File: src/rtl/reg_writeback_ctrl.sv
// Writeback request FIFO feeding a one-write-per-clock register file, with a
// per-register pending scoreboard for read-after-write hazard stalls.
module reg_writeback_ctrl #(
    parameter int DATA_W     = 8,
    parameter int NUM_REGS   = 4,
    parameter int IDX_W      = 2,
    parameter int FIFO_DEPTH = 4
) (
    input  logic                               clk,
    input  logic                               rst,
    input  logic                               wb_valid,
    output logic                               wb_ready,
    input  logic [IDX_W-1:0]                   wb_idx,
    input  logic [DATA_W-1:0]                  wb_data,
    output logic [NUM_REGS-1:0][DATA_W-1:0]    regs_in,
    output logic [NUM_REGS-1:0]                write_en,
    output logic [NUM_REGS-1:0]                pending,
    output logic                               idx_err
);

    localparam int PTR_W = $clog2(FIFO_DEPTH);
    localparam int CNT_W = PTR_W + 1;
    localparam int SB_W  = $clog2(FIFO_DEPTH + 2) + 1;
    localparam logic [CNT_W-1:0] DEPTH_C    = CNT_W'(FIFO_DEPTH);
    localparam logic [IDX_W:0]   NUM_REGS_C = (IDX_W + 1)'(NUM_REGS);

    logic [IDX_W-1:0]  fifo_idx_q  [FIFO_DEPTH];
    logic [IDX_W-1:0]  fifo_idx_d  [FIFO_DEPTH];
    logic [DATA_W-1:0] fifo_data_q [FIFO_DEPTH];
    logic [DATA_W-1:0] fifo_data_d [FIFO_DEPTH];

    logic [PTR_W-1:0] wr_ptr_q, wr_ptr_d;
    logic [PTR_W-1:0] rd_ptr_q, rd_ptr_d;
    logic [CNT_W-1:0] count_q, count_d;

    logic [NUM_REGS-1:0][DATA_W-1:0] regs_in_q, regs_in_d;
    logic [NUM_REGS-1:0]             write_en_q, write_en_d;
    logic                            idx_err_q, idx_err_d;
    logic [SB_W-1:0]                 sb_cnt_q [NUM_REGS];
    logic [SB_W-1:0]                 sb_cnt_d [NUM_REGS];

    logic              accept;
    logic              idx_ok;
    logic              push;
    logic              pop;
    logic [IDX_W-1:0]  head_idx;
    logic [DATA_W-1:0] head_data;

    // Ready ignores a same-cycle pop so a full FIFO never takes a bypass path.
    assign wb_ready  = !rst && (count_q < DEPTH_C);
    assign accept    = wb_valid && wb_ready;
    assign idx_ok    = {1'b0, wb_idx} < NUM_REGS_C;
    assign push      = accept && idx_ok;
    assign pop       = (count_q != '0);
    assign head_idx  = fifo_idx_q[rd_ptr_q];
    assign head_data = fifo_data_q[rd_ptr_q];

    assign regs_in  = regs_in_q;
    assign write_en = write_en_q;
    assign idx_err  = idx_err_q;

    always_comb begin
        fifo_idx_d  = fifo_idx_q;
        fifo_data_d = fifo_data_q;
        wr_ptr_d    = wr_ptr_q;
        rd_ptr_d    = rd_ptr_q;
        count_d     = count_q;
        write_en_d  = '0;
        regs_in_d   = '0;
        idx_err_d   = accept && !idx_ok;

        if (push) begin
            fifo_idx_d[wr_ptr_q]  = wb_idx;
            fifo_data_d[wr_ptr_q] = wb_data;
            wr_ptr_d              = wr_ptr_q + PTR_W'(1);
        end
        if (pop) begin
            rd_ptr_d = rd_ptr_q + PTR_W'(1);
            for (int r = 0; r < NUM_REGS; r++) begin
                if (head_idx == IDX_W'(r)) begin
                    write_en_d[r] = 1'b1;
                    regs_in_d[r]  = head_data;
                end
            end
        end
        if (push && !pop) begin
            count_d = count_q + CNT_W'(1);
        end else if (!push && pop) begin
            count_d = count_q - CNT_W'(1);
        end
    end

    // A register stays pending until the edge that ends its write_en cycle.
    always_comb begin
        for (int r = 0; r < NUM_REGS; r++) begin
            sb_cnt_d[r] = sb_cnt_q[r];
            if ((push && (wb_idx == IDX_W'(r))) && !write_en_q[r]) begin
                sb_cnt_d[r] = sb_cnt_q[r] + SB_W'(1);
            end else if (!(push && (wb_idx == IDX_W'(r))) && write_en_q[r]) begin
                sb_cnt_d[r] = sb_cnt_q[r] - SB_W'(1);
            end
            pending[r] = (sb_cnt_q[r] != '0);
        end
    end

    always_ff @(posedge clk) begin
        if (rst) begin
            wr_ptr_q   <= '0;
            rd_ptr_q   <= '0;
            count_q    <= '0;
            write_en_q <= '0;
            regs_in_q  <= '0;
            idx_err_q  <= 1'b0;
            for (int r = 0; r < NUM_REGS; r++) begin
                sb_cnt_q[r] <= '0;
            end
        end else begin
            wr_ptr_q   <= wr_ptr_d;
            rd_ptr_q   <= rd_ptr_d;
            count_q    <= count_d;
            write_en_q <= write_en_d;
            regs_in_q  <= regs_in_d;
            idx_err_q  <= idx_err_d;
            for (int r = 0; r < NUM_REGS; r++) begin
                sb_cnt_q[r] <= sb_cnt_d[r];
            end
        end
    end

    // Entry storage is only meaningful between pointers, so it needs no reset.
    always_ff @(posedge clk) begin
        fifo_idx_q  <= fifo_idx_d;
        fifo_data_q <= fifo_data_d;
    end

endmodule
File: config.mk
export PLATFORM = sky130hd
export DESIGN_NAME = reg_writeback_ctrl
export DESIGN_NICKNAME = d
export VERILOG_FILES = /design/src/rtl/reg_writeback_ctrl.sv
export SDC_FILE = /design/constraint.sdc
export NUM_CORES = 1
export LEC_CHECK = 0
export ABC_AREA = 0
export CAP_MARGIN = 20
export CORE_UTILIZATION = 31
export DETAILED_ROUTE_END_ITERATION = 8
export HOLD_SLACK_MARGIN = 0.02
export PLACE_DENSITY = 0.61
export SLEW_MARGIN = 20
export SYNTH_ARGS = -nofsm -noshare
export SYNTH_HDL_FRONTEND = slang
export SYNTH_SLANG_ARGS = --single-unit
export TNS_END_PERCENT = 5
File: constraint.sdc
create_clock -name clk -period 3.6 [get_ports clk]
set_input_delay 0.72 -clock clk [delete_from_list [all_inputs] [get_ports clk]]
set_output_delay 0.72 -clock clk [all_outputs]
set_load 0.05 [all_outputs]
==> results.txt, run 1 <==
The run finished with clean final reports. Leaving out filler cells and counting taps, the final layout contains 528. The number of failing hold endpoints at the final stage is 0. The first-pass iteration count of the detailed router is 4.

The worst hold margin is 0.5353 ns. The all-layer global routing usage is 0.1222. The fraction of power spent switching nets is 0.3615. The via count normalized by instance count came out at 4.411. STA classifies the critical path startpoint as an input pin.

The part of the total power dissipated in combinational logic is 0.353. The number of violations of the max-capacitance limit is 0. The core outline area came out at 12,110 µm².

The adder-cell share of the synthesized area is 0.07514. STA classifies the critical path endpoint as a flop. Once placement completed, the tool counted placed cells totaling 512.

For this run, the top clock speed supported by timing is 338.5 MHz. The number of clock sinks came out at 99. The relative contribution of the clock network to total power is 0.249.

The total I/O pin count came out at 55. The fraction of layout cells with a size suffix above 1 is 0.1083. The floorplan has 40 rows. After global routing the overflow that remains totals 0. Summed over all nets, the switching power comes to 1.315 mW. The power consumption came out at 3.638 mW. The simple-gate portion of the synthesized area is 0.1403. At the worst endpoint, the arrival time is 3.18 ns.

The starting density of the core is 0.3217. Relative to the synthesized area, the layout overhead comes to 26.01%. After the last flow step, the layout net total stands at 389. The die outline width is 114.1 µm. For this design, the CTS-stage hold fixing added 0 buffers. The tree is rooted in a sky130_fd_sc_hd__clkbuf_16. The critical path is of the in -> reg type. The library cell occupying the most area in the post-synthesis netlist is sky130_fd_sc_hd__edfxtp_1.

The final count of pins violating max slew came out at 0. The wire length of the first global-routing pass came out at 12.11 mm. The number of antenna diodes in the final layout is 0. For this run, the share of the core covered by cells in the final layout is 0.4054. Of the total power, registers draw 0.398. The number of antenna violations at the first check in global routing is 0. The die covers 13,020 µm². The internal power of the cells totals 2.323 mW. The leakage power summed over all cells came out at 1.846 nW. The post-synthesis register bit count is 99. The largest net degree at the start of global routing came out at 32. After synthesis, the cell types taking the most area are sky130_fd_sc_hd__edfxtp_1, sky130_fd_sc_hd__dfxtp_1, sky130_fd_sc_hd__ha_1, sky130_fd_sc_hd__mux4_2, sky130_fd_sc_hd__nor2_1. The largest clock skew in the final design came out at 0.005372 ns. The number of gates resized after CTS was 0. The buffer count from post-CTS setup fixing is 0. The TritonCTS clock tree is built. Once detail routing completed, the nets flagged for antenna violations numbered 0. The height of the die is 114.1 µm.

The quantity of I/O buffers inserted on ports came out at 53. The sequential element share of the synthesized area came out at 0.6114. The clock edge transition at the registers on the reported setup and hold paths is 0.07 ns. The via count of the first global-routing pass is 2,435. The largest fanout on the critical path is 5. The distinct cell type count after synthesis came out at 35.

Setup violations remaining at the end of the flow were counted as 0. Counting I/O delays and the setup requirement, the final critical path takes 2.954 ns. The worst hold path belongs to the class reg -> reg.

The average instance in the mapped netlist occupies 13.07 µm². IR analysis of the VDD net gives a maximum drop of 0.0002566 V. The multiplexer area fraction after synthesis came out at 0.08028. In the finished design, the share of the clock period the worst path needs comes to 0.8206.

Routability-driven placement finished with a final weighted congestion of 0.7474. The TritonCTS buffer count is 9. The number of warnings printed during yosys synthesis is 0. After synthesis, the largest family of logic cells by area is simple AND/OR/NAND/NOR gates. The number of DRC violations after detailed-routing iteration 0 came out at 87. The H-tree depth is 3. The estimated wirelength of the detail-placed design is 5.162 mm. The actual transition at the worst max-transition pin came out at 0.5821 ns. The share of synthesized area in the top cell type comes to 0.3083. The maximum number of buffers from clock root to sink came out at 2. For this block, the routed nets add up to 7.223 mm of wire. The average detailed-routed wire length per instance came out at 13.68 µm. Setup repair after global routing left no endpoint under its margin. The remaining routing DRC violations came out at 0. When the netlist entered floorplanning its net count stood at 332. The synthesized area is 3896 µm².

Of the total synthesized cell area, the portion taken by XOR and XNOR cells is 0.03147. The latest clock arrival within the worst-skew pair is 0.33 ns. The compound-cell area share of the yosys netlist came out at 0.03276.

The cell area power density is 740.9 nW/µm². Setup total negative slack on the finished layout was measured at 0 ns. The worst pin sits at a relative slew slack of 0.6119.

The routed via count is 2,329. For the worst setup path, the data required time is 3.82 ns. The number of instances in the synthesized netlist came out at 298.
[metrics by stage]
step	cell area [µm²]	setup slack, ns
after floorplan	3896	0.04229
after global routing	4910	0.4330
after global placement	4626	0.3929
final	4910	0.6460
after CTS	4910	0.6292
after detailed placement	4626	0.2824
[worst paths after layout]
kind                                      from              to  slack (ns)  cells past startpoint
worst min-delay path            sb_cnt_q[2][2]  sb_cnt_q[2][2]        0.54                      2
worst max register to register      count_q[2]  sb_cnt_q[1][3]        1.09                     11
worst max-delay path                       rst  sb_cnt_q[1][3]        0.65                     12
worst min register to register  sb_cnt_q[2][2]  sb_cnt_q[2][2]        0.54                      2
[per-layer routing]
metal / track usage / vias to the layer above / routed length, µm
met3: 0.03123 / 2 / 287
met5: 0 / - / 0
met1: 0.1546 / 1132 / 3268
met4: 0.03896 / 0 / 55
met2: 0.2048 / 39 / 3612
li1: - / 1156 / -
[cell usage after synthesis]
master and n:
sky130_fd_sc_hd__or4_1 4, sky130_fd_sc_hd__nand2_1 3, sky130_fd_sc_hd__and2_1 16, sky130_fd_sc_hd__nor4b_4 1
sky130_fd_sc_hd__buf_2 2, sky130_fd_sc_hd__conb_1 1, sky130_fd_sc_hd__a31oi_1 4, sky130_fd_sc_hd__mux2_2 5
sky130_fd_sc_hd__nand3_1 5, sky130_fd_sc_hd__nand2b_1 1, sky130_fd_sc_hd__fa_1 4, sky130_fd_sc_hd__or3_1 2
sky130_fd_sc_hd__buf_4 1, sky130_fd_sc_hd__edfxtp_1 40, sky130_fd_sc_hd__nor3b_1 1, sky130_fd_sc_hd__buf_1 1
sky130_fd_sc_hd__dfxtp_1 59, sky130_fd_sc_hd__nor3_2 2, sky130_fd_sc_hd__o21ai_0 2, sky130_fd_sc_hd__nor2_1 37
sky130_fd_sc_hd__a211oi_1 4, sky130_fd_sc_hd__and3_1 12, sky130_fd_sc_hd__buf_6 1, sky130_fd_sc_hd__clkbuf_1 7
sky130_fd_sc_hd__inv_1 13, sky130_fd_sc_hd__mux4_1 1, sky130_fd_sc_hd__xor2_1 8, sky130_fd_sc_hd__o31ai_1 1
sky130_fd_sc_hd__mux4_2 8, sky130_fd_sc_hd__nor2b_1 12, sky130_fd_sc_hd__xnor2_1 6, sky130_fd_sc_hd__mux2i_1 5
sky130_fd_sc_hd__ha_1 17, sky130_fd_sc_hd__nor4_4 1, sky130_fd_sc_hd__a21oi_1 11
[registers in the layout, summed over array words and instances (netlist names)]
name,count
regs_in,32
fifo_idx_q,8
fifo_data_q,32
sb_cnt_q,16
count_q,3
wr_ptr_q,2
rd_ptr_q,2
write_en,4
[worst max-delay path, stage by stage]
cell and delay [ns]:
sky130_fd_sc_hd__clkdlybuf4s50_1 0.42, sky130_fd_sc_hd__nor2_1 0.13, sky130_fd_sc_hd__and2_1 0.25, sky130_fd_sc_hd__nand2_1 0.08, sky130_fd_sc_hd__nor2_1 0.12, sky130_fd_sc_hd__ha_1 0.18
sky130_fd_sc_hd__inv_1 0.09, sky130_fd_sc_hd__ha_1 0.33, sky130_fd_sc_hd__a21oi_1 0.23, sky130_fd_sc_hd__a211oi_1 0.11, sky130_fd_sc_hd__a31oi_1 0.17, sky130_fd_sc_hd__mux2_2 0.35
[placed cells by master, fill, tap and decap left out, drive strengths merged, types with 5 or more instances in the layout]
| cell type | Yosys | final |
|---|---|---|
| and3 | 12 | 12 |
| nand3 | 5 | 5 |
| clkdlybuf4s50 | 0 | 52 |
| nor2b | 12 | 12 |
| xnor2 | 6 | 6 |
| inv | 13 | 17 |
| mux2 | 5 | 5 |
| edfxtp | 40 | 40 |
| buf | 5 | 6 |
| clkbuf | 7 | 9 |
| mux4 | 9 | 9 |
| xor2 | 8 | 8 |
| nor2 | 37 | 37 |
| dfxtp | 59 | 59 |
| mux2i | 5 | 5 |
| and2 | 16 | 16 |
| a21oi | 11 | 11 |
| ha | 17 | 17 |
[cell families after synthesis]
kind of cell    after synthesis
flops                        99
fa+ha+maj                    21
simple gates                 97
compound gates               22
xor+xnor                     14
buf+inv                      25
other cells                   1
mux                          19
[area by class of cell]
class | instances | area (µm²)
clock buffer | 9 | 225.2
clock inverter | 7 | 58.81
fill | 1161 | 7202
inverter | 13 | 48.80
multi-input combinational | 174 | 1406
sequential | 99 | 2382
tap | 168 | 210.2
timing repair buffer | 58 | 578.1
[power groups by stage]
stage / Sequential (mW) / Combinational (mW) / Clock, mW
floorplan: 1.63 / 0.751 / 0
global placement: 1.48 / 1.26 / 0
detailed placement: 1.48 / 1.29 / 0
CTS: 1.46 / 1.30 / 0.925
global route: 1.47 / 1.40 / 0.969
finish: 1.45 / 1.28 / 0.905
Note: power is estimated with default switching activity, not from simulation.
==> run 2: changes to the inputs <==
--- a/config.mk
+++ b/config.mk
@@ -10,7 +10,7 @@
 export CORE_UTILIZATION = 31
 export DETAILED_ROUTE_END_ITERATION = 8
 export HOLD_SLACK_MARGIN = 0.02
-export PLACE_DENSITY = 0.61
+export PLACE_DENSITY = 0.63
 export SLEW_MARGIN = 20
 export SYNTH_ARGS = -nofsm -noshare
 export SYNTH_HDL_FRONTEND = slang
==> constraint.sdc (replaced) <==
create_clock -name clk -period 2.4 [get_ports clk]
set_input_delay 0.48 -clock clk [delete_from_list [all_inputs] [get_ports clk]]
set_output_delay 0.48 -clock clk [all_outputs]
set_load 0.05 [all_outputs]
==> run 2 against run 1 <==
Utilization increased by 2.1 points. Routed wire length rose by 4.3%. Critical path depth fell by 1. Sequential power is 48% higher. Register-to-register slack worse by 0.89 ns. Global-route usage grew 0.44 points. Die area unchanged. Clock skew increased by 0.00055 ns. Critical path type unchanged. Largest power group unchanged.
==> results.txt, run 2 (synthesis gave the netlist of run 1 again) <==
For the pin with the worst max-slew slack, the measured transition is 0.6007 ns. The area growth from synthesis to layout came out at 32.43%. In this run the critical register-to-register path is captured at sb_cnt_q[3][3]. Of the total power, the share spent switching nets is 0.3561. The estimated wirelength of the detail-placed design is 5.455 mm. The number of cells on the worst hold path is 2. The worst setup path is launched from an input pin. Across every metal layer, demand over resource in global routing totals 0.1266. The average detailed-routed wire length per instance is 13.74 µm. The standard-cell row count came out at 40.

The number of antenna violations at the first check in global routing was 0. The maximum number of buffers from clock root to sink came out at 2. The via count of the first global-routing pass came to 2,500. Leaving out fill and tap cells, the most frequent cell in the layout is sky130_fd_sc_hd__dfxtp_1.

The largest clock skew in the final design came out at 0.005921 ns. The TritonCTS buffer count came out at 9. The path class of the tightest hold or removal check is reg -> reg. For this design the top-level I/O count stands at 55. The H-tree depth is 3.

The congestion estimate from routability-driven global placement came to 0.7190. The part of the total power dissipated in combinational logic is 0.364. The arrival time reported for the critical path endpoint is 2.43 ns.

The path with the worst hold slack has its endpoint at count_q[1]. For this configuration, the core starts out at a cell density of 0.3217. The final clock period utilization by the worst path is 0.9164.

The internal power consumption came out at 3.644 mW. The required time of the critical path came out at 2.63 ns. In this run the critical register-to-register path is launched from count_q[2]. The die is 114.1 µm wide. The total net switching power is 2.015 mW. The final count of pins violating max slew is 0.

The fraction of layout cells with a size suffix above 1 is 0.1947. Headroom to the max-slew limit came out at 0.5979. The die covers 13,020 µm².

The number of clock sinks came out at 99. The highest clock frequency the design can meet came out at 454.7 MHz. The number of nets in the final layout came out at 409. The final antenna-violating net count came out at 0. The region available for standard cell placement spans 12,110 µm². The shortest period the worst path allows came out at 2.199 ns. The latest clock arrival within the worst-skew pair came out at 0.34 ns. The final cell count without fillers is 548. The routed via count is 2,433.

The largest fanout on the critical path is 5. Leaving out fill and tap cells, the most frequent cells in the layout are sky130_fd_sc_hd__dfxtp_1, sky130_fd_sc_hd__clkdlybuf4s50_1, sky130_fd_sc_hd__edfxtp_1, sky130_fd_sc_hd__nor2_1, sky130_fd_sc_hd__buf_4. The area of the multi-input gates is 1489 µm².

The remaining routing DRC violations came out at 0. In the routed layout, each cell is associated on average with a via count of 4.440. For this block, the routed nets add up to 7.532 mm of wire.

The internal reg-to-reg setup slack is 0.20 ns. The first-pass iteration count of the detailed router came out at 4. For this block, the initial DRC count from the detailed router was 71. The worst setup path category is in -> reg. Setup repair after global routing left no endpoint under its margin.

The relative contribution of sequential cells to total power is 0.379. The design draws 5.660 mW. The core utilization of the finished layout came out at 0.4260. The start point of the worst min-delay path is count_q[1]. Clock-pin slew was measured on the worst setup and hold paths at 0.07 ns. The flow ran to the end, and the final reports show no timing, DRC or antenna violations. The number of instances in the placed design came out at 532. The buffer count from post-CTS setup fixing is 0. The total of fill cells in the finished design is 1,155.

The height of the die is 114.1 µm. The tree is rooted in a sky130_fd_sc_hd__clkbuf_16. Entering global routing, the biggest net connects 32 pins. Summed over all layers, the global routing overflow is 0. The worst setup path is captured at a flop. The number of failing hold endpoints at the final stage came out at 0. Power spread over the standard cell area amounts to 1097 nW/µm².

The leakage power summed over all cells came out at 1.994 nW. The total inserted antenna cells came out at 0. The maximum vdd ir drop came out at 0.0003640 V. The relative contribution of the clock network to total power is 0.256. The worst register-to-register path has a depth of 10.

TritonCTS built the clock tree. The wire length of the first global-routing pass came out at 12.43 mm. The quantity of I/O buffers inserted on ports is 53. The flip-flop and latch area came out at 2382 µm².

The total setup violations reported at the end of the flow is 0. The number of violations of the max-capacitance limit came out at 0.
-- run 2: cell count changes in the layout (fill, tap and decap cells not counted), sizes merged --
cell / previous run / this run
clkinv: 3 / 2
clkdlybuf4s50: 52 / 44
clkinvlp: 0 / 1
inv: 17 / 16
bufinv: 0 / 1
dlygate4sd2: 0 / 5
buf: 6 / 26
dlymetal6s2s: 0 / 3
-- run 2: worst max path at each step --
| stage | start | to | cells after the start |
|---|---|---|---|
| 2_1_floorplan | rst | sb_cnt_q[0][3] | 11 |
| 3_3_place_gp | rst | sb_cnt_q[1][3] | 12 |
| 3_5_place_dp | rst | sb_cnt_q[1][3] | 12 |
| 4_1_cts | wb_valid | sb_cnt_q[3][3] | 10 |
| 5_1_grt | rst | sb_cnt_q[1][3] | 12 |
| 6_report | rst | sb_cnt_q[0][3] | 11 |
-- run 2: power by group through the flow --
stage                     Combinational [mW]  Clock [mW]  Sequential (mW)
after CTS                               2.09        1.49             2.15
after global routing                    2.25        1.55             2.17
final                                   2.06        1.45             2.15
after global placement                  2.06           0             2.18
after detailed placement                2.12           0             2.19
after floorplan                         1.18           0             2.46
-- run 2: stage by stage --
step / setup slack [ns] / hold WS, ns / area (µm²) / TNS [ns]
final: 0.2006 / 0.5283 / 5160 / 0
after global routing: 0.02367 / 0.5710 / 5160 / 0
after CTS: 0.03404 / 0.5307 / 5152 / 0
after detailed placement: -0.4515 / 0.5159 / 4856 / -4.312
after global placement: -0.4251 / 0.4984 / 4856 / -3.761
after floorplan: -0.1487 / 0.4869 / 3986 / -0.5136
-- run 2: layer usage --
layer,part of all wire,GRT usage
met3,0.030,0.02912
met1,0.46,0.1534
met5,0,0
met2,0.49,0.2145
met4,0.016,0.05714
-- run 2: layout make-up --
cell class,instances,area share
inverters,13,0.009457
well taps,168,0.04074
clock inverters,7,0.01455
flip-flops and latches,99,0.4617
multi-input cells,174,0.2886
clock buffers,9,0.04365
repair buffers,78,0.1414
-- run 2: repair_timing --
item,4_1_cts,5_1_grt
hold buffers,0,0
pin swaps,0,0
endpoints found under the hold margin,0,0
gates cloned,0,0
setup endpoints to repair,10,8
gates resized for setup,6,3
-- run 2: worst max-delay path, stage by stage --
cell and delay, ns:
sky130_fd_sc_hd__dlygate4sd2_1 0.27, sky130_fd_sc_hd__nor2_4 0.12, sky130_fd_sc_hd__and2_4 0.16, sky130_fd_sc_hd__nor3b_2 0.17, sky130_fd_sc_hd__ha_2 0.21, sky130_fd_sc_hd__inv_2 0.06
sky130_fd_sc_hd__ha_4 0.22, sky130_fd_sc_hd__a21oi_2 0.15, sky130_fd_sc_hd__a211oi_1 0.10, sky130_fd_sc_hd__a31oi_1 0.16, sky130_fd_sc_hd__mux2_2 0.35
==> run 3: changes to the inputs <==
--- a/config.mk
+++ b/config.mk
@@ -9,6 +9,7 @@
 export CAP_MARGIN = 20
 export CORE_UTILIZATION = 31
 export DETAILED_ROUTE_END_ITERATION = 8
+export GPL_ROUTABILITY_DRIVEN = 0
 export HOLD_SLACK_MARGIN = 0.02
 export PLACE_DENSITY = 0.63
 export SLEW_MARGIN = 20
==> results of run 3 <==
No change in the layout: final DEF, timing and power equal those of run 2.
